`src/rtl/mem_arbiter_pkg.sv`:
```
// Shared types for the unified-memory arbiter: FSM states, transaction kinds
// and the bus word width.
package mem_arbiter_pkg;

    localparam int WORD_W = 32;

    typedef enum logic [1:0] {
        IDLE = 2'd0,
        DACC = 2'd1,
        IACC = 2'd2,
        RESP = 2'd3
    } arb_state_t;

    typedef enum logic [1:0] {
        OP_IFETCH = 2'd0,
        OP_LOAD   = 2'd1,
        OP_STORE  = 2'd2
    } mem_op_t;

    // Fetches and loads both read memory; only a store drives the write strobe.
    function automatic logic is_read_op(input mem_op_t op);
        return op != OP_STORE;
    endfunction

endpackage

```
`src/rtl/mem_arbiter_if.sv`:
```
// Single-port memory bus between the arbiter (master) and the memory or bus
// bridge (slave).
interface mem_arbiter_if;
    import mem_arbiter_pkg::*;

    logic [WORD_W-1:0] mem_addr;
    logic [WORD_W-1:0] mem_wdata;
    logic              mem_ren;
    logic              mem_wen;
    logic [WORD_W-1:0] mem_rdata;
    logic              mem_ready;

    modport master (
        output mem_addr,
        output mem_wdata,
        output mem_ren,
        output mem_wen,
        input  mem_rdata,
        input  mem_ready
    );

    modport slave (
        input  mem_addr,
        input  mem_wdata,
        input  mem_ren,
        input  mem_wen,
        output mem_rdata,
        output mem_ready
    );

endinterface

```
`src/rtl/mem_arbiter_watchdog.sv`:
```
// Access-cycle watchdog: counts cycles spent waiting on mem_ready and flags
// the terminal count TIMEOUT-1. The counter saturates there.
module mem_arbiter_watchdog #(
    parameter int TIMEOUT = 64
) (
    input  logic clk,
    input  logic nRST,
    input  logic clr,
    input  logic cnt_en,
    output logic tc
);

    localparam int               CNT_W  = $clog2(TIMEOUT) + 1;
    localparam logic [CNT_W-1:0] TC_VAL = CNT_W'(TIMEOUT - 1);

    logic [CNT_W-1:0] count_q;

    always_ff @(posedge clk or negedge nRST) begin
        if (!nRST) begin
            count_q <= '0;
        end else if (clr) begin
            count_q <= '0;
        end else if (cnt_en && (count_q != TC_VAL)) begin
            count_q <= count_q + 1'b1;
        end
    end

    assign tc = (count_q == TC_VAL);

endmodule

```
`src/rtl/mem_arbiter.sv`:
```
// Shares one single-port memory between instruction fetch and data load/store,
// one transaction at a time, with data given priority over fetch.
//
// state | meaning
// IDLE  | sample requests; data (store > load) beats fetch
// DACC  | data access in flight, strobes from latched op/addr/wdata
// IACC  | fetch access in flight, mem_ren from latched addr
// RESP  | one-cycle iready/dready pulse, no strobes
module mem_arbiter
    import mem_arbiter_pkg::*;
#(
    parameter int TIMEOUT = 64
) (
    input  logic              clk,
    input  logic              nRST,
    input  logic              iren,
    input  logic [WORD_W-1:0] iaddr,
    input  logic              dren,
    input  logic              dwen,
    input  logic [WORD_W-1:0] daddr,
    input  logic [WORD_W-1:0] dstore,
    output logic [WORD_W-1:0] iload,
    output logic [WORD_W-1:0] dload,
    output logic              iready,
    output logic              dready,
    output logic              mem_err,
    mem_arbiter_if.master     mem
);

    arb_state_t        state_q, state_d;
    mem_op_t           op_q, op_d;
    logic [WORD_W-1:0] addr_q, addr_d;
    logic [WORD_W-1:0] wdata_q, wdata_d;
    logic [WORD_W-1:0] iload_q, iload_d;
    logic [WORD_W-1:0] dload_q, dload_d;
    logic              err_q, err_d;
    logic              in_access;
    logic              wd_tc;

    assign in_access = (state_q == DACC) || (state_q == IACC);

    // Held at zero while idle, so every access starts counting from 0.
    mem_arbiter_watchdog #(
        .TIMEOUT (TIMEOUT)
    ) u_arb_watchdog (
        .clk    (clk),
        .nRST   (nRST),
        .clr    (state_q == IDLE),
        .cnt_en (in_access),
        .tc     (wd_tc)
    );

    always_ff @(posedge clk or negedge nRST) begin
        if (!nRST) begin
            state_q <= IDLE;
            op_q    <= OP_IFETCH;
            addr_q  <= '0;
            wdata_q <= '0;
            iload_q <= '0;
            dload_q <= '0;
            err_q   <= 1'b0;
        end else begin
            state_q <= state_d;
            op_q    <= op_d;
            addr_q  <= addr_d;
            wdata_q <= wdata_d;
            iload_q <= iload_d;
            dload_q <= dload_d;
            err_q   <= err_d;
        end
    end

    always_comb begin
        state_d = state_q;
        op_d    = op_q;
        addr_d  = addr_q;
        wdata_d = wdata_q;
        iload_d = iload_q;
        dload_d = dload_q;
        err_d   = err_q;

        case (state_q)
            IDLE: begin
                if (dwen || dren) begin
                    op_d    = dwen ? OP_STORE : OP_LOAD;
                    addr_d  = daddr;
                    wdata_d = dstore;
                    state_d = DACC;
                end else if (iren) begin
                    op_d    = OP_IFETCH;
                    addr_d  = iaddr;
                    state_d = IACC;
                end
            end
            DACC, IACC: begin
                if (mem.mem_ready) begin
                    if (op_q == OP_IFETCH) iload_d = mem.mem_rdata;
                    if (op_q == OP_LOAD)   dload_d = mem.mem_rdata;
                    state_d = RESP;
                end else if (wd_tc) begin
                    // A timed-out read returns zero rather than whatever the bus shows.
                    if (op_q == OP_IFETCH) iload_d = '0;
                    if (op_q == OP_LOAD)   dload_d = '0;
                    err_d   = 1'b1;
                    state_d = RESP;
                end
            end
            RESP: begin
                state_d = IDLE;
            end
            default: begin
                state_d = IDLE;
            end
        endcase
    end

    // Strobes and pulses decode straight from registers, so they are glitch-free
    // and drop immediately on async reset.
    assign mem.mem_addr  = addr_q;
    assign mem.mem_wdata = wdata_q;
    assign mem.mem_ren   = (state_q == IACC) || ((state_q == DACC) && is_read_op(op_q));
    assign mem.mem_wen   = (state_q == DACC) && (op_q == OP_STORE);

    assign iready  = (state_q == RESP) && (op_q == OP_IFETCH);
    assign dready  = (state_q == RESP) && (op_q != OP_IFETCH);
    assign iload   = iload_q;
    assign dload   = dload_q;
    assign mem_err = err_q;

endmodule

```
`src/flat_wrapper.sv`:
```
// flat-port wrapper written by rule: the top's interface ports become plain ports
module mem_arbiter_flat import mem_arbiter_pkg::*;
#(
    parameter int TIMEOUT = 64
)
  (clk, nRST, iren, iaddr, dren, dwen, daddr, dstore, iload, dload, iready, dready, mem_err, mem_mem_addr, mem_mem_wdata, mem_mem_ren, mem_mem_wen, mem_mem_rdata, mem_mem_ready);
  mem_arbiter_if mem_i ();
  input  logic clk;
  input  logic nRST;
  input  logic iren;
  input  logic [WORD_W-1:0] iaddr;
  input  logic dren;
  input  logic dwen;
  input  logic [WORD_W-1:0] daddr;
  input  logic [WORD_W-1:0] dstore;
  output logic [WORD_W-1:0] iload;
  output logic [WORD_W-1:0] dload;
  output logic iready;
  output logic dready;
  output logic mem_err;
  output wire logic [$bits(mem_i.mem_addr)-1:0] mem_mem_addr;
  output wire logic [$bits(mem_i.mem_wdata)-1:0] mem_mem_wdata;
  output wire logic [$bits(mem_i.mem_ren)-1:0] mem_mem_ren;
  output wire logic [$bits(mem_i.mem_wen)-1:0] mem_mem_wen;
  input wire logic [$bits(mem_i.mem_rdata)-1:0] mem_mem_rdata;
  input wire logic [$bits(mem_i.mem_ready)-1:0] mem_mem_ready;
  assign mem_mem_addr = mem_i.mem_addr;
  assign mem_mem_wdata = mem_i.mem_wdata;
  assign mem_mem_ren = mem_i.mem_ren;
  assign mem_mem_wen = mem_i.mem_wen;
  assign mem_i.mem_rdata = mem_mem_rdata;
  assign mem_i.mem_ready = mem_mem_ready;
  mem_arbiter #(.TIMEOUT(TIMEOUT)) u_core (.clk(clk), .nRST(nRST), .iren(iren), .iaddr(iaddr), .dren(dren), .dwen(dwen), .daddr(daddr), .dstore(dstore), .iload(iload), .dload(dload), .iready(iready), .dready(dready), .mem_err(mem_err), .mem(mem_i));
endmodule
```
`config.mk`:
```
export PLATFORM = sky130hd
export DESIGN_NAME = mem_arbiter_flat
export DESIGN_NICKNAME = d
export VERILOG_FILES = /design/src/rtl/mem_arbiter_pkg.sv /design/src/rtl/mem_arbiter_if.sv /design/src/rtl/mem_arbiter_watchdog.sv /design/src/rtl/mem_arbiter.sv /design/src/flat_wrapper.sv
export SDC_FILE = /design/constraint.sdc
export NUM_CORES = 1
export LEC_CHECK = 0
export ABC_AREA = 1
export BUFFER_PORTS_ARGS = -buffer_cell sky130_fd_sc_hd__buf_2
export CAP_MARGIN = 20
export CELL_PAD_IN_SITES_DETAIL_PLACEMENT = 0
export CELL_PAD_IN_SITES_GLOBAL_PLACEMENT = 1
export CORE_MARGIN = 3
export CORE_UTILIZATION = 34
export DETAILED_ROUTE_END_ITERATION = 10
export HOLD_SLACK_MARGIN = 0.06
export PLACE_DENSITY_LB_ADDON = 0.1
export RECOVER_POWER = 100
export SKIP_CTS_REPAIR_TIMING = 1
export SLEW_MARGIN = 20
export SYNTH_ARGS = -nofsm -noshare
export SYNTH_HDL_FRONTEND = slang
export SYNTH_SLANG_ARGS = --single-unit
export TNS_END_PERCENT = 10
```
`constraint.sdc`:
```
create_clock -name clk -period 2.1 [get_ports clk]
set_input_delay 0.315 -clock clk [delete_from_list [all_inputs] [get_ports clk]]
set_output_delay 0.315 -clock clk [all_outputs]
set_load 0.02 [all_outputs]
```
== After elaboration in Yosys (flattened, before gate mapping) ==
Index checks and enable logic that the tools add are counted.
Widths: inputs -> output; s select.

* Register bits after elaboration: 140
* Input port bits: 134
* Output and inout bits: 133
* Word-level logic and storage cells: 61

* Add/subtract/negate cells: 1
* Equal/unequal tests: 10
* Multiplexer cells: 20
* Bitwise gates (word level): 1
* Reduce and logical (&&, ||, !) cells: 21

{| class="wikitable"
|+ Operators by type and width
! kind !! count
|-
| $mux 32 || 10
|-
| $mux 2 || 7
|-
| $mux 7 || 2
|-
| $reduce_and 3->1 || 3
|-
| $reduce_bool 2->1 || 4
|-
| $add 7x1->7 const B || 1
|-
| $eq 7x6->1 const B || 1
|-
| $ne 7x6->1 const B || 1
|-
| $eq 2x2->1 const B || 3
|-
| $pmux 2 s3 || 1
|-
| $reduce_and 2->1 || 3
|-
| $logic_and 1x1->1 || 5
|-
| $eq 2x1->1 const B || 2
|-
| $logic_not 2->1 || 2
|-
| $logic_or 1x1->1 || 3
|-
| $ne 3x2->1 const B || 1
|-
| $ne 3x3->1 const B || 1
|-
| $ne 2x2->1 const B || 1
|-
| $reduce_or 2->1 || 1
|-
| $not 1->1 || 1
|}

== Logic depth before layout (Yosys ltp) ==
* Depth in word-level cells: 5
* Depth in mapped cells: 9
* Gate-level depth less buffers: 8

== Cells and area by module ==
A second synthesis with hierarchy kept.

* Cells, all modules: 830
* Area, all modules: 6487.5 µm²

{| class="wikitable"
|+ By module, submodules not included
! module !! instances !! cells an instance !! area an instance (µm²) !! seq. area each (µm²)
|-
| mem_arbiter || 1 || 774 || 6057.1 || 3328.2
|-
| mem_arbiter_watchdog || 1 || 56 || 430.4 || 175.2
|}

== Least setup slack after synthesis ==
OpenSTA, ideal clock, no wires.

* Kind: reg-to-reg
* From: reg u_core.state_q[0]
* To: reg u_core.dload_q[10] (netlist: u_core.dload[10])
* Library setup time: 119 ps
* Arrival: 1474 ps
* Required time: 1981 ps
* Slack: 507 ps
* Cell stages (with the launch flop): 9
* Buffers on the path: 1
* Period minus slack after synthesis: 1593 ps
* Path through: dfrtp_1 -> inv_1 -> ha_1 -> inv_1 -> nor3_4 -> nand2_4 -> buf_6 -> nand2_1 -> o21ai_2

* Longest elaborated chain between the ends: 3
* Elaborated cells on any way between the ends: 4
* Those cells by class: eq/ne (2); reduce/logical (2)

{| class="wikitable"
|+ RTL lines
! item !! RTL line !! text
|-
| start, declared || mem_arbiter.sv:30 || <nowiki>arb_state_t state_q, state_d;</nowiki>
|-
| start signal, assigned || mem_arbiter.sv:63 || <nowiki>state_q <= state_d;</nowiki>
|-
| $eq 2x2->1 or $eq 2x1->1 (tied branches) || mem_arbiter.sv:82 || <nowiki>case (state_q)</nowiki>
|-
| $reduce_or 2->1 * || mem_arbiter.sv:82 ||
|-
| $reduce_and 3->1 (no line) * || n/a ||
|-
| end signal, assigned || mem_arbiter.sv:68 || <nowiki>dload_q <= dload_d;</nowiki>
|-
| end, declared || mem_arbiter.sv:35 || <nowiki>logic [WORD_W-1:0] dload_q, dload_d;</nowiki>
|}

Mark *: on every way between the ends. The rest lies on a longest branch, timed or not.
A chain may end at the register's enable or synchronous reset.

== Worst setup path after layout ==
* From: reg u_core.state_q[1]
* To: reg u_core.addr_q[17] (netlist: u_core.mem.mem_addr[17])

* Longest elaborated chain between the ends: 2

{| class="wikitable"
|+ RTL lines
! item !! RTL line !! text
|-
| $logic_not 2->1 || mem_arbiter.sv:82 ||
|-
| $reduce_and 2->1 (no line) || n/a ||
|-
| end signal, assigned || mem_arbiter.sv:65 || <nowiki>addr_q <= addr_d;</nowiki>
|-
| end, declared || mem_arbiter.sv:32 || <nowiki>logic [WORD_W-1:0] addr_q, addr_d;</nowiki>
|}

No other way between the ends.

==> impl_metrics.csv <==
group,metric,value,unit
floorplan,start_util,0.3540,
sta,rsz0062_at_grt,"no",
clocking,cts_tree,"yes",
setup_path,end_kind,"flip-flop",
sta,drv_slew,0,
clocking,numCtsBuffers,17,
clocking,clkTransAtPathRegs,60,ps
routing,routed_via_density,4.479,
logic_synthesis,ys_warn_count,0,
clocking,clockRootBuffer,"clkbuf_16",
logic_synthesis,syn_inst,689,
setup_path,crit_fanout,36,
setup_path,crit_path_start_kind,"flip-flop",
floorplan,ios,267,
power_and_ir_drop,switching_power,0.005552,W
sta,setup_violations,0,
routing,wl_per_cell,14.25,um
setup_path,critPathKind,"reg2reg",
setup_path,regToRegStartpoint,"u_core.state_q[1]",
logic_synthesis,synth-edff-count,0,
worst_hold_path,holdPathEnd,"u_core.mem.mem_wdata[24]",
sta,relSlewSlack,0.2298,
sta,min_period,1892,ps
clocking,htreeDepth,4,
logic_synthesis,synth_top_area_share,0.5624,
logic_synthesis,netlist_top_cells_count,"249 x nand2_1, 140 x dfrtp_1, 64 x o21ai_2",
logic_synthesis,synth_top_area_cell,"dfrtp_1",
power_and_ir_drop,power_leakage,3.956,nW
logic_synthesis,synth.cell_area,6230,um^2
placed_design,dp_hpwl,12350,um
routing,vias,5317,
floorplan,core,17600,um^2
sta,fin_skew,7.691,ps
floorplan,dieWidth,141.4,um
routing,dr.first_iter.drc_count,251,
clocking,clock_latency,410,ps
cells_and_area,insertedDiodeCount,0,
clocking,clk_path_buf_depth,2,
worst_hold_path,min_path_cells,3,
status,status,"complete, no violations",
logic_synthesis,avgSynthCellArea,9.042,um^2
global_routing,overflow,0,
cells_and_area,nets,1089,
global_routing,grt_max_degree,65,
global_routing,grt_antenna_before_repair,1,
floorplan,dieArea,19980,um^2
cells_and_area,area_growth_syn_to_layout,26.39,%
power_and_ir_drop,peakVddDrop,0.0005838,V
logic_synthesis,synth_area_leaders,"dfrtp_1 56%, nand2_1 15%, o21ai_2 9.0%",
power_and_ir_drop,total_power,0.01263,W
global_routing,grt_pass1_wl,26970,um
routing,drc,0,
logic_synthesis,ys_types,23,
worst_hold_path,min-delay-start,"dstore[24]",
logic_synthesis,synth-seq-cells,140,
routing,routed_wl,16920,um
run,cap_violations,0,
power_and_ir_drop,p_sw_frac,0.4397,
logic_synthesis,async_flop_share,1.000,
floorplan,rows,48,
global_routing,grt_usage,0.1675,
sta,tns,0,ps
placed_design,port_buffers,266,
logic_synthesis,syn_nets,828,
floorplan,die_h,141.4,um
power_and_ir_drop,clkPwrFrac,0.227,
setup_path,reg2reg_setup_slack,210,ps
logic_synthesis,yosysSeqAreaShare,0.5624,
placed_design,dp.cells,1155,
power_and_ir_drop,p_int,0.007076,W
sta,worst_pin_slew,1155,ps
logic_synthesis,yosysMostFrequentCell,"nand2_1",
placed_design,gp_congestion,0.7887,
routing,drt_first_pass_iters,4,
logic_synthesis,synthFlopType,"dfrtp_1",
power_and_ir_drop,p_comb_frac,0.409,
clocking,numClockSinks,140,
cells_and_area,layoutNonFillerInstCount,1187,
global_routing,grt_pass1_vias,5375,
cells_and_area,drive_gt1_frac,0.1985,
power_and_ir_drop,power_density,1604,nW/um^2
setup_path,regToRegEndpoint,"u_core.mem.mem_addr[17]",
setup_path,cp.required,2430,ps
sta,hold_viol_final,0,
power_and_ir_drop,pwr-share-seq,0.364,
sta,fmax,528.4,MHz
setup_path,reg2reg_depth,7,
routing,drtAntennaViolNets,0,
sta,post-route-period-util,0.9011,
worst_hold_path,holdCritPathClass,"in2reg",
setup_path,cp.arrival,2220,ps
state kept, by name, summed over array words and instances (netlist names):
register                       cells
u_core.dload                      32
u_core.iload                      32
u_core.mem.mem_addr               32
u_core.mem.mem_wdata              32
u_core.mem_err                     1
u_core.op_q                        2
u_core.state_q                     2
u_core.u_arb_watchdog.count_q      7
per-layer routing:
| layer | part of all wire | wire length [um] | vias to the layer above | track usage |
|---|---|---|---|---|
| met4 | 0.015 | 257 | 2 | 0.05201 |
| met2 | 0.46 | 7864 | 201 | 0.2704 |
| li1 | - | - | 2692 | - |
| met1 | 0.43 | 7261 | 2401 | 0.2080 |
| met5 | 0.0012 | 20 | - | 0 |
| met3 | 0.089 | 1513 | 21 | 0.06471 |
placed cells by master (no fill, tap or decap):
cell,n
bufinv_16,1
nor3_1,1
inv_6,1
buf_6,2
o21ai_0,95
dlygate4sd3_1,1
buf_12,1
clkbuf_8,4
dfrtp_1,140
o21bai_1,2
a21oi_1,36
buf_8,1
o21ai_2,8
inv_1,50
nand2_4,3
clkbuf_2,4
ha_1,5
buf_4,3
clkinvlp_4,4
clkinv_4,1
clkinv_2,2
clkbuf_16,17
o22ai_1,1
nor3_2,1
nand4_1,1
buf_2,134
nor2_4,1
clkbuf_1,134
nand3_1,12
nand2_2,1
nor2_1,43
nand2_1,250
inv_2,2
logic make-up after synthesis:
family / after synthesis / share of synthesized area
AOI/OAI and AO/OA: 142 / 0.1542
adders and majority gates: 5 / 0.01004
and+or+nand+nor: 313 / 0.1992
buffers and inverters: 89 / 0.07411
DFF: 140 / 0.5624
cell type report:
| type | count | area (um^2) |
|---|---|---|
| sequential | 140 | 3503 |
| clock buffer | 22 | 484.2 |
| tap | 225 | 281.5 |
| timing repair buffer | 279 | 1280 |
| inverter | 52 | 195.2 |
| multi-input combinational | 460 | 2042 |
| fill | 1900 | 9723 |
| clock inverter | 9 | 87.58 |
worst max path at each step:
stage                      start                 endpoint  cells after the start
6_report       u_core.state_q[1]  u_core.mem.mem_addr[17]                      7
5_1_grt        u_core.state_q[0]        u_core.state_q[1]                      8
4_1_cts        u_core.state_q[0]        u_core.state_q[0]                      8
3_5_place_dp   u_core.state_q[0]        u_core.state_q[0]                      8
3_3_place_gp   u_core.state_q[0]        u_core.state_q[0]                      8
2_1_floorplan  u_core.state_q[0]         u_core.dload[10]                      8
power groups by stage:
stage	clock, W	sequential, W	combinational, W
after floorplan	0	0.00596	0.00263
after global placement	0	0.00458	0.00591
after detailed placement	0	0.00459	0.00604
after CTS	0.00296	0.00458	0.00604
after global routing	0.00308	0.00476	0.00576
final	0.00286	0.00460	0.00517
critical path, cell delays in order, from the launching register on:
cell and delay (ps):
dfrtp_1 410, inv_1 110, ha_1 200, inv_2 100, a21oi_1 190, clkbuf_2 570
nor2_1 90, a21oi_1 150
through the flow:
| step | area [um^2] | hold slack, ps | setup WS, ps | utilization |
|---|---|---|---|---|
| final | 7874 | 101.1 | 207.6 | 0.4475 |
| after global routing | 7874 | 95.49 | 30.84 | 0.4475 |
| after CTS | 8332 | -171.6 | 208.8 | 0.4735 |
| after detailed placement | 7760 | 277.1 | 229.2 | 0.4410 |
| after global placement | 7760 | 268.7 | 293.7 | 0.4410 |
| after floorplan | 6230 | 19.41 | 507.3 | - |
Note: power is estimated with default switching activity, not from simulation.
